**config.mk**
```make
export PLATFORM = sky130hd
export DESIGN_NAME = cpu_slot_arb
export DESIGN_NICKNAME = d
export VERILOG_FILES = /design/src/rtl/cpu_arb_pkg.sv /design/src/rtl/cpu_arb_next.sv /design/src/rtl/cpu_slot_arb.sv
export SDC_FILE = /design/constraint.sdc
export NUM_CORES = 1
export LEC_CHECK = 0
export CAP_MARGIN = 40
export CORE_MARGIN = 4
export CORE_UTILIZATION = 26
export DETAILED_ROUTE_END_ITERATION = 10
export GPL_ROUTABILITY_DRIVEN = 0
export GPL_TIMING_DRIVEN = 0
export PLACE_DENSITY = 0.75
export SYNTH_ARGS = -nofsm -noshare
export SYNTH_HDL_FRONTEND = slang
export SYNTH_SLANG_ARGS = --single-unit
```
**constraint.sdc**
```tcl
create_clock -name MCLK -period 1.75 [get_ports MCLK]
set_input_delay 0.2625 -clock MCLK [delete_from_list [all_inputs] [get_ports MCLK]]
set_output_delay 0.2625 -clock MCLK [all_outputs]
set_load 0.02 [all_outputs]
```
**src/rtl/cpu_arb_pkg.sv**
```systemverilog
// Shared definitions for the CPU slot arbiter: mode encodings and the
// round-robin owner search used by the compacting scheduler.
package cpu_arb_pkg;

  localparam int MODE_TDM     = 0;
  localparam int MODE_COMPACT = 1;
  localparam int MAX_CPU      = 8;

  typedef struct packed {
    logic       found;
    logic [2:0] idx;
  } pick_t;

  // First channel with hold low, searching start, start+1, ... modulo ncpu.
  function automatic pick_t next_owner(input logic [7:0] hold,
                                       input logic [2:0] start,
                                       input int         ncpu);
    pick_t      p;
    logic [3:0] c;
    p = '0;
    // Descending walk so the closest candidate to start is written last.
    for (int i = MAX_CPU - 1; i >= 0; i--) begin
      if (i < ncpu) begin
        c = {1'b0, start} + 4'(i);
        if (c >= 4'(ncpu)) c = c - 4'(ncpu);
        if (!hold[c[2:0]]) begin
          p.found = 1'b1;
          p.idx   = c[2:0];
        end
      end
    end
    return p;
  endfunction

  function automatic logic [2:0] wrap_inc(input logic [2:0] idx, input int ncpu);
    return (({1'b0, idx} + 4'd1) >= 4'(ncpu)) ? 3'd0 : idx + 3'd1;
  endfunction

endpackage

```
**src/rtl/cpu_arb_next.sv**
```systemverilog
// Combinational round-robin finder: next channel with HOLD low from start.
module cpu_arb_next
  import cpu_arb_pkg::*;
#(
  parameter int NCPU = 3
) (
  input  logic [7:0] hold,
  input  logic [2:0] start,
  output logic       found,
  output logic [2:0] idx
);

  pick_t pick;

  always_comb begin
    pick  = next_owner(hold, start, NCPU);
    found = pick.found;
    idx   = pick.idx;
  end

endmodule

```
**src/rtl/cpu_slot_arb.sv**
```systemverilog
// Time-slot arbiter sharing one device bus among NCPU CPUs, with a fixed
// TDM rotation or a compacting round-robin that skips held channels.
module cpu_slot_arb
  import cpu_arb_pkg::*;
#(
  parameter int NCPU     = 3,
  parameter int NSLOT    = 4,
  parameter int SLOT_LEN = 4,
  parameter int AW       = 16,
  parameter int DW       = 8,
  parameter int MODE     = 0
) (
  input  logic                 MCLK,
  input  logic                 RESET,
  input  logic [NCPU-1:0]      HOLD,
  output logic [NCPU-1:0]      CPU_CE,
  input  logic [NCPU*AW-1:0]   CPU_AD,
  input  logic [NCPU-1:0]      CPU_RD,
  input  logic [NCPU-1:0]      CPU_WR,
  input  logic [NCPU*DW-1:0]   CPU_DO,
  output logic [NCPU-1:0]      CPU_DV,
  output logic [NCPU*DW-1:0]   CPU_DI,
  output logic [AW-1:0]        DEV_AD,
  output logic                 DEV_RD,
  output logic                 DEV_WR,
  output logic [DW-1:0]        DEV_DI,
  input  logic                 DEV_DV,
  input  logic [DW-1:0]        DEV_DO,
  output logic                 DEV_STB,
  output logic [2:0]           OWNER,
  output logic                 BUSY
);

  localparam int             PW        = $clog2(SLOT_LEN);
  localparam logic [PW-1:0]  PH_LAST   = PW'(SLOT_LEN - 1);
  localparam logic [3:0]     NCPU4     = 4'(NCPU);
  localparam logic [2:0]     SLOT_LAST = 3'(NSLOT - 1);

  logic [PW-1:0] phase_q, phase_d;
  logic [2:0]    slot_q, slot_d;
  logic [2:0]    base_q, base_d;
  logic          busy_q, busy_d;

  logic [7:0]    hold_ext;
  logic          nxt_found;
  logic [2:0]    nxt_idx;
  logic          at_p0, at_last;
  logic [2:0]    cur_slot;
  logic          cur_grant;

  // Unused channel positions read as held so they can never be picked.
  always_comb begin
    hold_ext           = '1;
    hold_ext[NCPU-1:0] = HOLD;
  end

  cpu_arb_next #(.NCPU(NCPU)) u_next (
    .hold  (hold_ext),
    .start (base_q),
    .found (nxt_found),
    .idx   (nxt_idx)
  );

  assign at_p0   = (phase_q == '0);
  assign at_last = (phase_q == PH_LAST);

  // Grant decision is live at phase 0 and frozen in busy_q for the rest of the slot.
  always_comb begin
    cur_slot  = slot_q;
    cur_grant = busy_q;
    if (at_p0) begin
      if (MODE == MODE_COMPACT) begin
        cur_grant = nxt_found;
        if (nxt_found) cur_slot = nxt_idx;
      end else begin
        cur_grant = ({1'b0, slot_q} < NCPU4) && !hold_ext[slot_q];
      end
    end
    if (RESET) begin
      cur_slot  = '0;
      cur_grant = 1'b0;
    end
  end

  always_comb begin
    phase_d = at_last ? '0 : phase_q + 1'b1;
    slot_d  = cur_slot;
    busy_d  = cur_grant;
    base_d  = base_q;
    if (MODE == MODE_COMPACT) begin
      if (at_p0 && nxt_found) base_d = wrap_inc(nxt_idx, NCPU);
    end else if (at_last) begin
      slot_d = (slot_q == SLOT_LAST) ? 3'd0 : slot_q + 3'd1;
    end
  end

  always_ff @(posedge MCLK) begin
    if (RESET) begin
      phase_q <= '0;
      slot_q  <= '0;
      base_q  <= '0;
      busy_q  <= 1'b0;
    end else begin
      phase_q <= phase_d;
      slot_q  <= slot_d;
      base_q  <= base_d;
      busy_q  <= busy_d;
    end
  end

  always_comb begin
    CPU_CE  = '0;
    CPU_DV  = '0;
    CPU_DI  = '0;
    DEV_AD  = '0;
    DEV_RD  = 1'b0;
    DEV_WR  = 1'b0;
    DEV_DI  = '0;
    DEV_STB = at_p0 && cur_grant;
    OWNER   = cur_slot;
    BUSY    = cur_grant;
    for (int i = 0; i < NCPU; i++) begin
      if (cur_grant && (cur_slot == 3'(i))) begin
        DEV_AD              = CPU_AD[i*AW +: AW];
        DEV_RD              = CPU_RD[i];
        DEV_WR              = CPU_WR[i];
        DEV_DI              = CPU_DO[i*DW +: DW];
        CPU_DV[i]           = DEV_DV;
        CPU_DI[i*DW +: DW]  = DEV_DO;
        CPU_CE[i]           = at_last;
      end
    end
  end

endmodule

```
==> results of run 1 <==
[worst max-delay path: stages, from the launching register on]
cell and delay [ps]:
sky130_fd_sc_hd__dfxtp_4 380, sky130_fd_sc_hd__mux2_4 310, sky130_fd_sc_hd__o221a_4 310, sky130_fd_sc_hd__buf_12 150, sky130_fd_sc_hd__buf_16 140, sky130_fd_sc_hd__nor4b_4 280, sky130_fd_sc_hd__buf_4 210
[registers in the layout (all words and copies together) (netlist names)]
name     count
slot_q       3
busy_q       1
phase_q      2
[kinds of logic after synthesis]
kind of cell / Yosys count / synth area share, %
AOI/OAI and AO/OA: 31 / 18.95
adders and majority gates: 3 / 2.573
buffers and inverters: 31 / 10.72
DFF: 6 / 8.234
muxes: 28 / 19.55
and+or+nand+nor: 96 / 39.97
[metrics by stage]
step                      setup slack (ps)  TNS, ps  hold slack [ps]  area, sq um  cells
final                               -525.3   -22250            439.4         4509    456
after global routing                -539.1   -24810            471.1         4509    456
after CTS                           -410.5   -19770            421.3         4365    447
after detailed placement            -931.9   -49750            431.6         3872    419
after global placement              -888.2   -49300            410.9         3857    418
after floorplan                     -120.0    -3934            404.3         2256    195
[cells in the mapped netlist (all sizes together)]
master	instances	share of area [%]
a211o	1	0.60
a21boi	1	0.51
a21o	1	0.51
a2bb2oi	26	16
buf	17	7.1
clkbuf	12	3.1
dfxtp	6	8.2
ha	3	2.6
inv	2	0.51
mux2	1	1.0
mux2i	27	19
nand2	1	0.26
nand2b	15	6.4
nand3	9	3.1
nor2	4	1.0
nor2b	6	2.6
nor3	37	15
nor3b	3	1.5
nor4	19	8.1
nor4b	1	1.0
o21ai	1	0.34
o221a	1	1.4
or2	1	0.43
[cell type report]
type | instances | area, sq um
Inverter | 2 | 7.507
Tap cell | 72 | 90.09
Buffer | 25 | 304.0
Timing Repair Buffer | 190 | 2031
Sequential cell | 6 | 127.6
Multi-Input combinational cell | 158 | 1908
Clock buffer | 3 | 41.29
Fill cell | 330 | 963.4
[cell usage in the layout (no fill, tap or decap), drive strengths merged]
cell,synthesis,routed
buf,17,111
clkdlybuf4s50,0,88
nor3,37,37
mux2i,27,27
a2bb2oi,26,26
nor4,19,19
nand2b,15,15
clkbuf,12,14
nand3,9,9
nor2b,6,6
dfxtp,6,6
nor2,4,4
dlygate4sd2,0,3
ha,3,3
nor3b,3,3
inv,2,2
mux2,1,1
o221a,1,1
a21o,1,1
nand2,1,1
a211o,1,1
nor4b,1,1
or2,1,1
a21boi,1,1
o21ai,1,1
clkdlybuf4s15,0,1
dlymetal6s2s,0,1
[routing by layer]
metal,routed length [um],share of wire [%],vias to the layer above
met1,3957,40,1222
met3,465,4.7,22
li1,-,-,1128
met4,251,2.5,0
met5,0,0,-
met2,5258,53,103
[power by group through the flow]
stage	Sequential, W	Clock (W)	Combinational [W]
finish	0.000161	0.000213	0.00180
global route	0.000162	0.000220	0.00187
CTS	0.000159	0.000212	0.00167
detailed placement	0.000161	0	0.00133
global placement	0.000161	0	0.00131
floorplan	0.000160	0	0.000866
[final timing paths]
kind,start,endpoint,slack [ps],cells past startpoint
min reg2reg,phase_q[0]$_SDFF_PP0_,phase_q[0]$_SDFF_PP0_,510,2
min,RESET,slot_q[1]$_SDFF_PP0_,440,2
max,slot_q[0]$_SDFF_PP0_,CPU_DI[6],-530,6
max reg2reg,phase_q[0]$_SDFF_PP0_,slot_q[0]$_SDFF_PP0_,170,5
[timing repair]
action | CTS | global route
gates resized for setup | 371 | 16
hold buffers | 0 | 0
gates cloned | 7 | 2
endpoints found under the setup margin | 61 | 60
buffers inserted | 20 | 9
pin swaps | 21 | 11
==> reports/results.ini, run 1 <==
[status]
run_status = complete, but fails checks
failed_checks = negative setup slack

[floorplanning]
design.core.area_sq_um = 5473
top_level_ports = 153
row_count = 27
die_w_um = 82.91
starting_density_pct = 26.66
die_height_um = 82.91
die_area_sq_um = 6873

[flow_run]
cap_violations = 0

[sta]
fmax_mhz = 439.5
clock-skew-final_ps = 3.834
finalHoldViolCount = 0
post-route-min-period_ps = 2275
slew-limit-headroom_pct = 60.04
setup_slack_ps = -525.3
tightestPinTransition_ps = 599.4
share_of_the_clock_period_used_by_the_worst_path_pct = 130.0
finalSetupViolations = 59
unrepaired_setup_endpoints_after_global_routing = true
count_of_pins_over_their_slew_limit = 0

[pwr]
total_leakage_power_nw = 1.751
netSwitchingPower_w = 0.0009082
total_power_w = 0.002171
p_int_w = 0.001263
ir_worst_vdd_v = 0.0004361
power.switching_fraction_pct = 41.83
p_seq_share_pct = 7.4
pwr_density_cell_nw_per_um2 = 481.5
clock_power_share_pct = 9.8
pwr-share-comb_pct = 82.8

[critical_path]
crit_arrival_ps = 2010
crit_path_max_fanout = 5
crit_required_ps = 1490
setup.worst_path.end_class = output port
startpoint_type = flip-flop
timing.setup.critical_path_class = flip-flop to output port

[cells_and_area]
insertedDiodeCount = 0
area_growth_pct = 209.1
nNetsFinal = 481
fin_util_pct = 82.40
final_layout_size_suffix_gt1_share_pct = 50.78

[detailed_routing]
routed_wirelength_mm = 9.933
wl_per_cell_um = 21.78
post-route-drc-count = 0
ant_nets = 0
drt-pass1-iter-count = 4
num_vias = 2475
viasPerCell = 5.428
dr.first_iter.drc_count = 99

[cts]
worst_setup_hold_path_clk_slew_ps = 40
clock_tree.root_cell = sky130_fd_sc_hd__clkbuf_8
clock-sinks = 6
htree_num_levels = 1
worst_skew_pair.late_latency_ps = 230
numCtsBuffers = 3
clk_path_buf_depth = 2
cts_tree = done

[synth]
synth_sequential_area_ratio_pct = 8.233
yosysUniqueCellTypes = 26
yosys_register_bits = 6
syn-cell-area_sq_um = 1459
mapped_cells = 195
mapped_nets = 290
synthesis.yosys.warnings = 0
syn-mean-instance-area_sq_um = 7.482

[grt]
grtUsageMet3_pct = 3.472
grt_busiest_layer = met2
grt_max_degree = 11
grt.met1_usage_pct = 32.45
grt_first_pass_wirelength_mm = 14.56
overflow = 0
grt_antenna_before_repair = 0
first_global_vias = 2446
track_usage_pct = 25.70
grtUsageMet2_pct = 46.21

[worst_hold_path]
worstHoldPathType = input pin to flip-flop

[placement]
hpwlAfterDp_mm = 6.426
numPortBuffers = 151

Power figures use the tool's default switching activity.
==> run 2: changes to the inputs <==
--- a/config.mk
+++ b/config.mk
@@ -11,7 +11,7 @@
 export DETAILED_ROUTE_END_ITERATION = 10
 export GPL_ROUTABILITY_DRIVEN = 0
 export GPL_TIMING_DRIVEN = 0
-export PLACE_DENSITY = 0.75
+export PLACE_DENSITY_LB_ADDON = 0.25
 export SYNTH_ARGS = -nofsm -noshare
 export SYNTH_HDL_FRONTEND = slang
 export SYNTH_SLANG_ARGS = --single-unit
==> reports/results.ini, run 2 (same netlist as run 1, synthesis figures left out) <==
[detailed_routing]
ant_nets = 0  ; unchanged
routed_wirelength_mm = 9.439  ; was 9.933 mm
wl_per_cell_um = 21.16  ; was 21.78 um
viasPerCell = 5.417  ; was 5.428
dr.first_iter.drc_count = 109  ; was 99
drt-pass1-iter-count = 4  ; unchanged
post-route-drc-count = 0  ; unchanged
num_vias = 2416  ; was 2,475

[placement]
hpwlAfterDp_mm = 6.079  ; was 6.426 mm
placed_cells_incl_taps = 419  ; unchanged
numPortBuffers = 151  ; unchanged

[critical_path]
critical_path.cell_chain = inv_2, ha_4, buf_6, nand2b_4, a21o_4, buf_12, nor4_4, buf_4  ; was mux2_4, o221a_4, buf_12, buf_16, nor4b_4, buf_4
crit_family = buffers and inverters  ; unchanged
timing.setup.critical_path_class = flip-flop to output port  ; unchanged
critical-path-slowest-cell = sky130_fd_sc_hd__nor4_4  ; was sky130_fd_sc_hd__dfxtp_4
crit_path_max_fanout = 8  ; was 5
startpoint_type = flip-flop  ; unchanged
setup.worst_path.end_class = output port  ; unchanged
max_stage_delay_ps = 360  ; was 380 ps
crit_arrival_ps = 1940  ; was 2010 ps
worst-path-buf-inv = 4  ; was 3
crit_required_ps = 1490  ; about the same

[cells_and_area]
largest_reg_flops = 3  ; unchanged
area_growth_pct = 206.3  ; was 209.1%
final_layout_size_suffix_gt1_share_pct = 50.53  ; was 50.78%
mostFrequentLayoutCell = sky130_fd_sc_hd__clkdlybuf4s50_1  ; unchanged
reg.largest.list = slot_q (3), phase_q (2), busy_q (1)  ; unchanged
nNetsFinal = 471  ; was 481
final_cells = 446  ; was 456
registers.top_by_ff_count = slot_q  ; unchanged
insertedDiodeCount = 0  ; unchanged
layout_common_cells = 88 x sky130_fd_sc_hd__clkdlybuf4s50_1, 46 x sky130_fd_sc_hd__buf_6, 36 x sky130_fd_sc_hd__nor3_4  ; was 88 x sky130_fd_sc_hd__clkdlybuf4s50_1, 46 x sky130_fd_sc_hd__buf_6, 40 x sky130_fd_sc_hd__buf_4

[pwr]
p_seq_share_pct = 7.5  ; was 7.4%
clock_power_share_pct = 10.4  ; was 9.8%
pwr_density_cell_nw_per_um2 = 478.3  ; was 481.5 nW/um^2
ir_worst_vdd_v = 0.0004357  ; was 0.0004361 V
total_power_w = 0.002137  ; was 0.002171 W
p_int_w = 0.001234  ; was 0.001263 W
pwr-share-comb_pct = 82.2  ; was 82.8%
netSwitchingPower_w = 0.0009028  ; was 0.0009082 W
total_leakage_power_nw = 1.710  ; was 1.751 nW
power.switching_fraction_pct = 42.24  ; was 41.83%

[grt]
grt_antenna_before_repair = 0  ; unchanged
first_global_vias = 2479  ; was 2,446
grt_first_pass_wirelength_mm = 13.74  ; was 14.56 mm
overflow = 0  ; unchanged
track_usage_pct = 24.24  ; was 25.70%
grt_max_degree = 11  ; unchanged

[cts]
clock_tree.root_cell = sky130_fd_sc_hd__clkbuf_8  ; unchanged
numCtsBuffers = 3  ; unchanged
worst_skew_pair.late_latency_ps = 240  ; was 230 ps
htree_num_levels = 1  ; unchanged
clock-sinks = 6  ; unchanged
ctsHoldBuffers = 0  ; unchanged
clk_path_buf_depth = 2  ; unchanged
worst_setup_hold_path_clk_slew_ps = 40  ; about the same
cts_tree = done  ; unchanged

[floorplanning]
top_level_ports = 153  ; unchanged
design.core.area_sq_um = 5473  ; unchanged
die_height_um = 82.91  ; unchanged
die_w_um = 82.91  ; unchanged
row_count = 27  ; unchanged
starting_density_pct = 26.66  ; unchanged
die_area_sq_um = 6873  ; unchanged

[flow_run]
cap_violations = 0  ; unchanged

[sta]
finalHoldViolCount = 0  ; unchanged
tightestPinTransition_ps = 532.9  ; was 599.4 ps
post-route-min-period_ps = 2203  ; was 2275 ps
fin_setup_tns_ps = -21260  ; was -22,250 ps
clock-skew-final_ps = 5.200  ; was 3.834 ps
setup_slack_ps = -453.4  ; was -525.3 ps
slew-limit-headroom_pct = 64.48  ; was 60.04%
share_of_the_clock_period_used_by_the_worst_path_pct = 125.9  ; was 130.0%
fmax_mhz = 453.8  ; was 439.5 MHz
count_of_pins_over_their_slew_limit = 0  ; unchanged
finalSetupViolations = 58  ; was 59
unrepaired_setup_endpoints_after_global_routing = true  ; unchanged

[status]
failed_checks = negative setup slack  ; unchanged
run_status = complete, but fails checks  ; unchanged

[worst_hold_path]
worstHoldPathType = input pin to flip-flop  ; unchanged

-- run 2: cell types whose count changed in the layout (fill, tap and decap cells not counted), sizes merged --
cell           previous run  this run
dlygate4sd2               3         4
nor2                      4         5
clkdlybuf4s15             1         0
dlymetal6s2s              1         0
clkbuf                   14        18
buf                     111        97
-- run 2: area by class of cell --
class                           count  area [sq um]
Timing Repair Buffer              180          1956
Multi-Input combinational cell    159          1922
Fill cell                         325          1005
Buffer                             24         324.1
Sequential cell                     6         127.6
Tap cell                           72         90.09
Clock buffer                        3         41.29
Inverter                            2         7.507
-- run 2: worst reg2reg max path, cell delays in order, from the launching register on --
cell and delay, ps:
sky130_fd_sc_hd__dfxtp_2 310, sky130_fd_sc_hd__inv_2 60, sky130_fd_sc_hd__ha_4 150, sky130_fd_sc_hd__buf_4 100, sky130_fd_sc_hd__buf_4 110, sky130_fd_sc_hd__o221a_4 330, sky130_fd_sc_hd__buf_12 170, sky130_fd_sc_hd__buf_16 130
sky130_fd_sc_hd__nor2_1 50
-- run 2: metrics by stage --
step | cell area, sq um | utilization, % | hold slack (ps) | worst slack (ps)
2_1_floorplan | 2256 | - | 404.3 | -120.0
3_3_place_gp | 3857 | 70.48 | 413.0 | -889.4
3_5_place_dp | 3869 | 70.69 | 418.5 | -889.0
4_1_cts | 4269 | 78.01 | 447.4 | -425.4
5_1_grt | 4468 | 81.64 | 480.2 | -508.1
6_report | 4468 | 81.64 | 457.4 | -453.4
-- run 2: metal layers --
metal  part of all wire [%]  track usage (%)
met1                     38            29.07
met2                     54            43.80
met3                    6.2            4.762
met4                    1.7            6.389
met5                      0                0
-- run 2: worst paths after layout --
check,end,slack (ps),depth (start not counted),startpoint
min reg2reg,phase_q[0]$_SDFF_PP0_,510,2,phase_q[0]$_SDFF_PP0_
min,slot_q[0]$_SDFF_PP0_,460,2,RESET
max,CPU_DI[16],-450,8,phase_q[0]$_SDFF_PP0_
max reg2reg,busy_q$_SDFF_PP0_,240,8,phase_q[0]$_SDFF_PP0_
-- run 2: repair_timing --
action	in CTS	in global routing
pin swaps	26	13
endpoints found under the hold margin	0	0
resized for setup	376	26
setup endpoints to repair	61	59
setup buffers	11	10
cloned	5	4
-- run 2: power groups by stage --
stage / combinational, W / sequential (W) / clock, W
2_1_floorplan: 0.000866 / 0.000160 / 0
3_5_place_dp: 0.00132 / 0.000161 / 0
5_1_grt: 0.00183 / 0.000161 / 0.000228
4_1_cts: 0.00159 / 0.000159 / 0.000215
3_3_place_gp: 0.00131 / 0.000161 / 0
6_report: 0.00176 / 0.000160 / 0.000221
